<file path="src/rtl/vga_pkg.sv">
// Shared constants and types for the VGA framebuffer path (640x480, RGB332).
package vga_pkg;
  localparam int HPIX     = 640;
  localparam int VPIX     = 480;
  localparam int FB_WORDS = HPIX * VPIX;
  localparam int PIX_W    = 8;

  typedef logic [PIX_W-1:0] pixel_t;

  typedef enum logic [1:0] {
    FILL,
    STREAM,
    DONE
  } fb_state_t;
endpackage

</file>
<file path="src/rtl/vga_pix_fifo.sv">
// Pixel prefetch FIFO: push/pop with 1-cycle update, head visible the cycle after push.
// Pop on empty is ignored; flush wins over push and pop. Head reads 0 when empty.
module vga_pix_fifo #(
  parameter int W     = 8,
  parameter int DEPTH = 8
) (
  input  logic                     clk,
  input  logic                     reset,
  input  logic                     push,
  input  logic                     pop,
  input  logic                     flush,
  input  logic [W-1:0]             wdata,
  output logic [W-1:0]             head,
  output logic [$clog2(DEPTH):0]   count
);
  localparam int PW = $clog2(DEPTH);
  localparam int CW = PW + 1;

  logic [W-1:0]  mem [DEPTH];
  logic [PW-1:0] wr_ptr;
  logic [PW-1:0] rd_ptr;
  logic          do_push;
  logic          do_pop;

  assign do_pop  = pop && (count != '0);
  assign do_push = push && ((count != CW'(DEPTH)) || do_pop);
  assign head    = (count == '0) ? '0 : mem[rd_ptr];

  always_ff @(posedge clk or posedge reset) begin
    if (reset) begin
      wr_ptr <= '0;
      rd_ptr <= '0;
      count  <= '0;
    end else if (flush) begin
      wr_ptr <= '0;
      rd_ptr <= '0;
      count  <= '0;
    end else begin
      if (do_push) wr_ptr <= wr_ptr + PW'(1);
      if (do_pop)  rd_ptr <= rd_ptr + PW'(1);
      count <= count + CW'(do_push) - CW'(do_pop);
    end
  end

  always_ff @(posedge clk) begin
    if (do_push && !flush) mem[wr_ptr] <= wdata;
  end
endmodule

</file>
<file path="src/rtl/vga_fb_arbiter.sv">
// Shares a single-port framebuffer between raster prefetch and CPU writes; reads land in the FIFO 1 cycle after issue.
// CPU writes stall (cpu_wready=0) while the display needs the port; the display never backpressures.
module vga_fb_arbiter #(
  parameter int AW       = 19,
  parameter int DW       = 8,
  parameter int FB_WORDS = vga_pkg::FB_WORDS,
  parameter int DEPTH    = 8,
  parameter int LOW_WM   = 4
) (
  input  logic          clk,
  input  logic          reset,
  input  logic          vsync_start,
  input  logic          pix_rd,
  output logic [DW-1:0] pix_data,
  output logic          pix_valid,
  output logic          underflow,
  input  logic          cpu_wvalid,
  input  logic [AW-1:0] cpu_waddr,
  input  logic [DW-1:0] cpu_wdata,
  output logic          cpu_wready,
  output logic          mem_en,
  output logic          mem_we,
  output logic [AW-1:0] mem_addr,
  output logic [DW-1:0] mem_wdata,
  input  logic [DW-1:0] mem_rdata
);
  import vga_pkg::*;

  localparam int          CW     = $clog2(DEPTH) + 1;
  localparam logic [AW:0] FB_LIM = (AW+1)'(FB_WORDS);

  fb_state_t     state;
  logic [AW:0]   rd_ptr;
  logic          inflight;
  logic [CW-1:0] count;
  logic [CW-1:0] occ;
  logic [CW:0]   occ_next;
  logic          rd_legal;
  logic          do_rd;
  logic          do_wr;
  logic          wr_in_range;
  logic          rd_last;

  vga_pix_fifo #(.W(DW), .DEPTH(DEPTH)) u_fifo (
    .clk   (clk),
    .reset (reset),
    .push  (inflight),
    .pop   (pix_rd),
    .flush (vsync_start),
    .wdata (mem_rdata),
    .head  (pix_data),
    .count (count)
  );

  assign pix_valid = (count != '0);

  // occ counts the read in flight so a full FIFO can never be over-requested
  assign occ = count + CW'(inflight);

  always_comb begin
    rd_legal    = (occ < CW'(DEPTH)) && (rd_ptr < FB_LIM);
    wr_in_range = ({1'b0, cpu_waddr} < FB_LIM);
    do_rd       = 1'b0;
    if (!reset && !vsync_start) begin
      case (state)
        FILL:    do_rd = rd_legal;
        STREAM:  do_rd = rd_legal && ((occ < CW'(LOW_WM)) || !cpu_wvalid);
        default: do_rd = 1'b0;
      endcase
    end
    do_wr      = !reset && cpu_wvalid && (state != FILL) && !do_rd;
    cpu_wready = do_wr;
    mem_en     = do_rd || (do_wr && wr_in_range);
    mem_we     = do_wr && wr_in_range;
    mem_addr   = do_rd ? rd_ptr[AW-1:0] : (mem_we ? cpu_waddr : '0);
    mem_wdata  = mem_we ? cpu_wdata : '0;
    rd_last    = do_rd && (rd_ptr == FB_LIM - (AW+1)'(1));
    occ_next   = {1'b0, count} + (CW+1)'(inflight)
               - (CW+1)'(pix_rd && pix_valid) + (CW+1)'(do_rd);
  end

  always_ff @(posedge clk or posedge reset) begin
    if (reset) begin
      state     <= FILL;
      rd_ptr    <= '0;
      inflight  <= 1'b0;
      underflow <= 1'b0;
    end else if (vsync_start) begin
      state     <= FILL;
      rd_ptr    <= '0;
      inflight  <= 1'b0;
      underflow <= 1'b0;
    end else begin
      inflight <= do_rd;
      if (do_rd) rd_ptr <= rd_ptr + (AW+1)'(1);
      if (pix_rd && !pix_valid) underflow <= 1'b1;
      case (state)
        FILL: begin
          if (rd_last) state <= DONE;
          else if (occ_next >= (CW+1)'(DEPTH)) state <= STREAM;
        end
        STREAM: begin
          if (rd_last) state <= DONE;
        end
        default: state <= DONE;
      endcase
    end
  end
endmodule

</file>
<file path="config.mk">
export PLATFORM = sky130hd
export DESIGN_NAME = vga_fb_arbiter
export DESIGN_NICKNAME = d
export VERILOG_FILES = /design/src/rtl/vga_pkg.sv /design/src/rtl/vga_pix_fifo.sv /design/src/rtl/vga_fb_arbiter.sv
export SDC_FILE = /design/constraint.sdc
export NUM_CORES = 1
export LEC_CHECK = 0
export CAP_MARGIN = 10
export CORE_UTILIZATION = 49
export CTS_BUF_LIST = sky130_fd_sc_hd__clkbuf_16
export CTS_CLUSTER_SIZE = 20
export DETAILED_ROUTE_END_ITERATION = 6
export PLACE_DENSITY = 0.77
export SETUP_SLACK_MARGIN = 0.2
export SLEW_MARGIN = 20
export SYNTH_ARGS = -nofsm -noshare
export SYNTH_HDL_FRONTEND = slang
export SYNTH_HIERARCHICAL = 1
export SYNTH_SLANG_ARGS = --single-unit
export TNS_END_PERCENT = 50
</file>
<file path="constraint.sdc">
create_clock -name clk -period 3.2 [get_ports clk]
set_input_delay 0.8 -clock clk [delete_from_list [all_inputs] [get_ports clk]]
set_output_delay 0.8 -clock clk [all_outputs]
set_load 0.02 [all_outputs]
</file>
==> results.md <==
- The library cell with the largest summed area after synthesis is sky130_fd_sc_hd__edfxtp_1.
- The part of the cycle the worst path needs is 99.7%.
- The worst hold path endpoint is underflow$_DFFE_PP0P_.
- Counting distinct cell types in the post-synthesis netlist gives 61.
- The tree is rooted in a sky130_fd_sc_hd__clkbuf_16.
- The peak clock frequency supported by timing is 0.314 GHz.
- The region available for standard cell placement spans 9770 um2.
- Between clock sinks in the finished design, the worst skew comes to 0.00684 ns.
- The congestion estimate from routability-driven global placement came to 0.874.
- The internal portion of the total power is 2.71 mW.
- The hold path startpoint is underflow$_DFFE_PP0P_.
- The worst setup path is launched from a register.
- TritonCTS built the clock tree.
- The mean instance size in the synthesized netlist is 13.4 um2.
- The routed layout has 3,609 vias.
- The number of antenna diodes in the final layout is 0.
- The setup slack on the worst flop-to-flop path is 0.08 ns.
- Clock-pin slew was measured on the worst setup and hold paths at 0.07 ns.
- The residual antenna-violating net count after detailed routing is 0.
- The number of global-route vias before repair is 3,470.
- Tracing the worst setup path back leads to its startpoint at rd_ptr[16]$_DFFE_PP0P_.
- At the worst endpoint, the required time is 2.40 ns.
- The share of total power dissipated in sequential elements is 37.1%.
- For the finished layout, the period the worst path requires is 3.19 ns.
- The depth of the most critical reg-to-reg path is 13.
- The worst flop-to-flop path startpoint is rd_ptr[16]$_DFFE_PP0P_.
- The register bit total from synthesis is 98.
- Setup repair after global routing could not meet its margin everywhere.
- The most used flip-flop cell after synthesis is sky130_fd_sc_hd__edfxtp_1.
- The count of buffers added on input and output ports is 79.
- The net count of the mapped netlist is 427.
- The post-route netlist has 33.3% of its cells at a drive strength greater than 1.
- IR analysis of the VDD net gives a maximum drop of 333 uV.
- The slowest cell on the critical path is sky130_fd_sc_hd__dfrtp_1.
- At the pin with the least slew margin, the transition time is 0.476 ns.
- The Yosys step of the flow raised 6 warnings.
- The static power due to leakage is 2.67 nW.
- TritonCTS created 9 clock buffers.
- Summing every instance area after synthesis gives 4960 um2.
- Setup violations remaining at the end of the flow were counted as 0.
- The number of standard-cell rows in the floorplan is 36.
- The final design area excluding fillers is 6760 um2.
- The fill cell total of the finished layout is 678.
- In this run the worst hold path is classified as register to register.
- By count the netlist is led by 64 x sky130_fd_sc_hd__edfxtp_1, 34 x sky130_fd_sc_hd__dfrtp_1, 26 x sky130_fd_sc_hd__a22o_1.
- The most frequent cell after synthesis is sky130_fd_sc_hd__edfxtp_1.
- The number of nets at the end of the flow is 555.
- By startpoint and endpoint, the worst setup path is classified as register to primary output.
- The pre-antenna-repair detailed-routing pass consisted of 4 iterations.
- The data arrival time of the critical path is 2.39 ns.
- For this run, the slowest stage of the critical path takes 0.48 ns.
- The floorplan die height is 103 um.
- In the global route stage, overall resource usage came out at 22.4%.
- The longest clock path from root to sink contains 2 buffers.
- In the final timing run, aggregate negative setup slack is 0 ns.
- The flow ran to the end, and the final reports show no timing, DRC or antenna violations.
- The critical path's most frequent cell is sky130_fd_sc_hd__buf_6.
- Compared with the post-synthesis result, the final layout area differs by 36.3%.
- The number of maximum-capacitance constraint violations is 0.
- Dividing total power by cell area gives a power density of 590 nW/um2.
- For this block, the initial DRC count from the detailed router was 181.
- The via density per instance is 5.68.
- Walking the worst path, the cells encountered are o21ai_4 -> o2111ai_4 -> nor3_4 -> buf_6 -> a211oi_4 -> buf_6 -> buf_12 -> buf_12 -> a22o_1 -> buf_6.
- The floorplan die area is 10,500 um2.
- The worst register-to-register path ends at state[0]$_DFFE_PP0P_.
- The worst setup path is captured at a primary output.
- The share of total power dissipated in combinational logic is 37.6%.
- The async set or reset register ratio after synthesis is 34.7%.
- In the post-synthesis netlist, the biggest area contributors are sky130_fd_sc_hd__edfxtp_1 39%, sky130_fd_sc_hd__dfrtp_1 17%, sky130_fd_sc_hd__a22o_1 4.6%.
- The area of placed instances is 6210 um2.
- The largest fanout on the critical path is 7.
- The number of flops mapped to enable cells by yosys is 64.
- The final setup slack of the worst path is 0.0103 ns.
- For this run, the share of the core covered by cells in the final layout is 69.1%.
- The final global-route overflow total is 0.
- The pre-CTS setup slack is -0.594 ns.
- The count of cells along the worst hold path is 2.
- The max-slew violation total from the final report is 0.
- The number of instances in the synthesized netlist is 370.
- The area share of the largest cell type after synthesis is 38.8%.
- Headroom to the max-slew limit came out at 68.1%.
- The first global-routing pass estimated 17,700 um of wire.
- Summed over all nets, the half-perimeter wirelength after detailed placement is 7560 um.
- The initial antenna violation count is 0.
- Summed over all nets, the switching power comes to 1.27 mW.
- The effective utilization at floorplan is 50.7%.
- The clock reaches the later pin of the worst-skew pair after 0.34 ns.
- The routed length per instance is 18.6 um.
- The H-tree generated during clock tree synthesis spans 3 levels.
- For this run, design rule violations remaining after detail routing come to 0.
- The net switching share of the total power is 31.9%.
- The maximum number of pins on one net before global-route repair is 43.
- The share of synthesized area occupied by flip-flops and latches is 55.9%.
- The x dimension of the die is 103 um.
- The final wirelength is 11,800 um.
- The number of endpoints with negative hold slack in the final report is 0.
- The cts-stage hold buffer count is 0.
- The number of sinks driven by the clock tree is 98.
- The share of total power dissipated in the clock network is 25.3%.
- The number of ports placed on the die boundary is 80.
-- flip-flops by register name (all words and copies together), names as in the netlist --
| name | flops |
|---|---|
| u_fifo/rd_ptr | 3 |
| rd_ptr | 20 |
| u_fifo/count | 4 |
| state | 2 |
| u_fifo/wr_ptr | 3 |
| inflight | 1 |
| u_fifo/mem | 64 |
| underflow | 1 |
-- cell families (layout without fill, tap and decap cells) --
| family | count (synthesis) | in the layout | share of synthesized area, % |
|---|---|---|---|
| buf+inv | 35 | 167 | 3.33 |
| xor+xnor | 4 | 4 | 0.706 |
| mux | 30 | 30 | 10.9 |
| simple gates | 117 | 117 | 14.1 |
| flops | 98 | 98 | 55.9 |
| compound gates | 69 | 69 | 10.4 |
| fa+ha+maj | 17 | 17 | 4.74 |
-- layout make-up --
cell class	count	area, um2	area share, %
tap	133	166	2.46
multi-input combinational	237	2170	32.2
sequential	98	2780	41.1
clock buffer	9	225	3.33
clock inverter	6	50.0	0.741
inverter	18	71.3	1.06
timing repair buffer	134	1290	19.1
-- per-layer routing --
metal	routed length (um)	up-vias	GRT usage, %
met5	0	-	0
met4	142	0	6.59
met3	559	15	3.53
met2	6160	105	39.6
met1	4920	1802	28.5
li1	-	1687	-
-- power by group through the flow --
stage                     registers, mW  clock network, mW  logic (mW)
final                              1.48               1.01        1.50
after CTS                          1.48               1.02        1.45
after global placement             1.50                  0        1.39
after floorplan                    1.50                  0       0.875
after global routing               1.49               1.06        1.65
after detailed placement           1.50                  0        1.43
-- worst max-delay path, delay by kind of cell (launching register included) --
family / cells / cell delay (ns)
AO/OA/AOI/OAI: 4 / 0.60
buffers and inverters: 5 / 0.67
flip-flops: 1 / 0.48
AND/OR/NAND/NOR: 1 / 0.30
-- through the flow --
step                      hold slack (ns)  power (mW)  std cells
final                               0.512        3.99        635
after global routing                0.557        4.20        635
after CTS                           0.517        3.95        629
after detailed placement            0.501        2.93        604
after global placement              0.495        2.89        604
after floorplan                     0.461        2.38        370
-- worst max path at each step --
| stage | endpoint | slack (ns) |
|---|---|---|
| floorplan | state[0]$_DFFE_PP0P_ | 0.07 |
| global placement | mem_addr[18] | -0.59 |
| detailed placement | mem_wdata[5] | -0.59 |
| CTS | state[0]$_DFFE_PP0P_ | 0.08 |
| global route | state[0]$_DFFE_PP0P_ | -0.09 |
| finish | mem_addr[9] | 0.01 |
-- layout by cell type, fill, tap and decap left out, types with 10 or more instances in the layout --
cell,netlist,final
sky130_fd_sc_hd__a22o_1,26,26
sky130_fd_sc_hd__buf_4,0,44
sky130_fd_sc_hd__ha_1,14,11
sky130_fd_sc_hd__and2_4,0,10
sky130_fd_sc_hd__clkdlybuf4s50_1,0,32
sky130_fd_sc_hd__nor2b_1,12,12
sky130_fd_sc_hd__nand3_1,12,10
sky130_fd_sc_hd__buf_6,1,35
sky130_fd_sc_hd__nor2_1,17,15
sky130_fd_sc_hd__clkbuf_2,0,10
sky130_fd_sc_hd__edfxtp_1,64,64
sky130_fd_sc_hd__dfrtp_1,34,32
sky130_fd_sc_hd__nand2b_1,11,11
sky130_fd_sc_hd__inv_1,17,14
sky130_fd_sc_hd__o21ai_0,12,11
-- what timing repair did --
action                                  CTS  global route
hold endpoints to repair                  0             0
gates resized for setup                 200            68
buffers inserted                          8             6
cloned                                    2             0
pin swaps                                17            21
endpoints found under the setup margin   39            39
No activity file was read; power rests on OpenSTA's default activity.
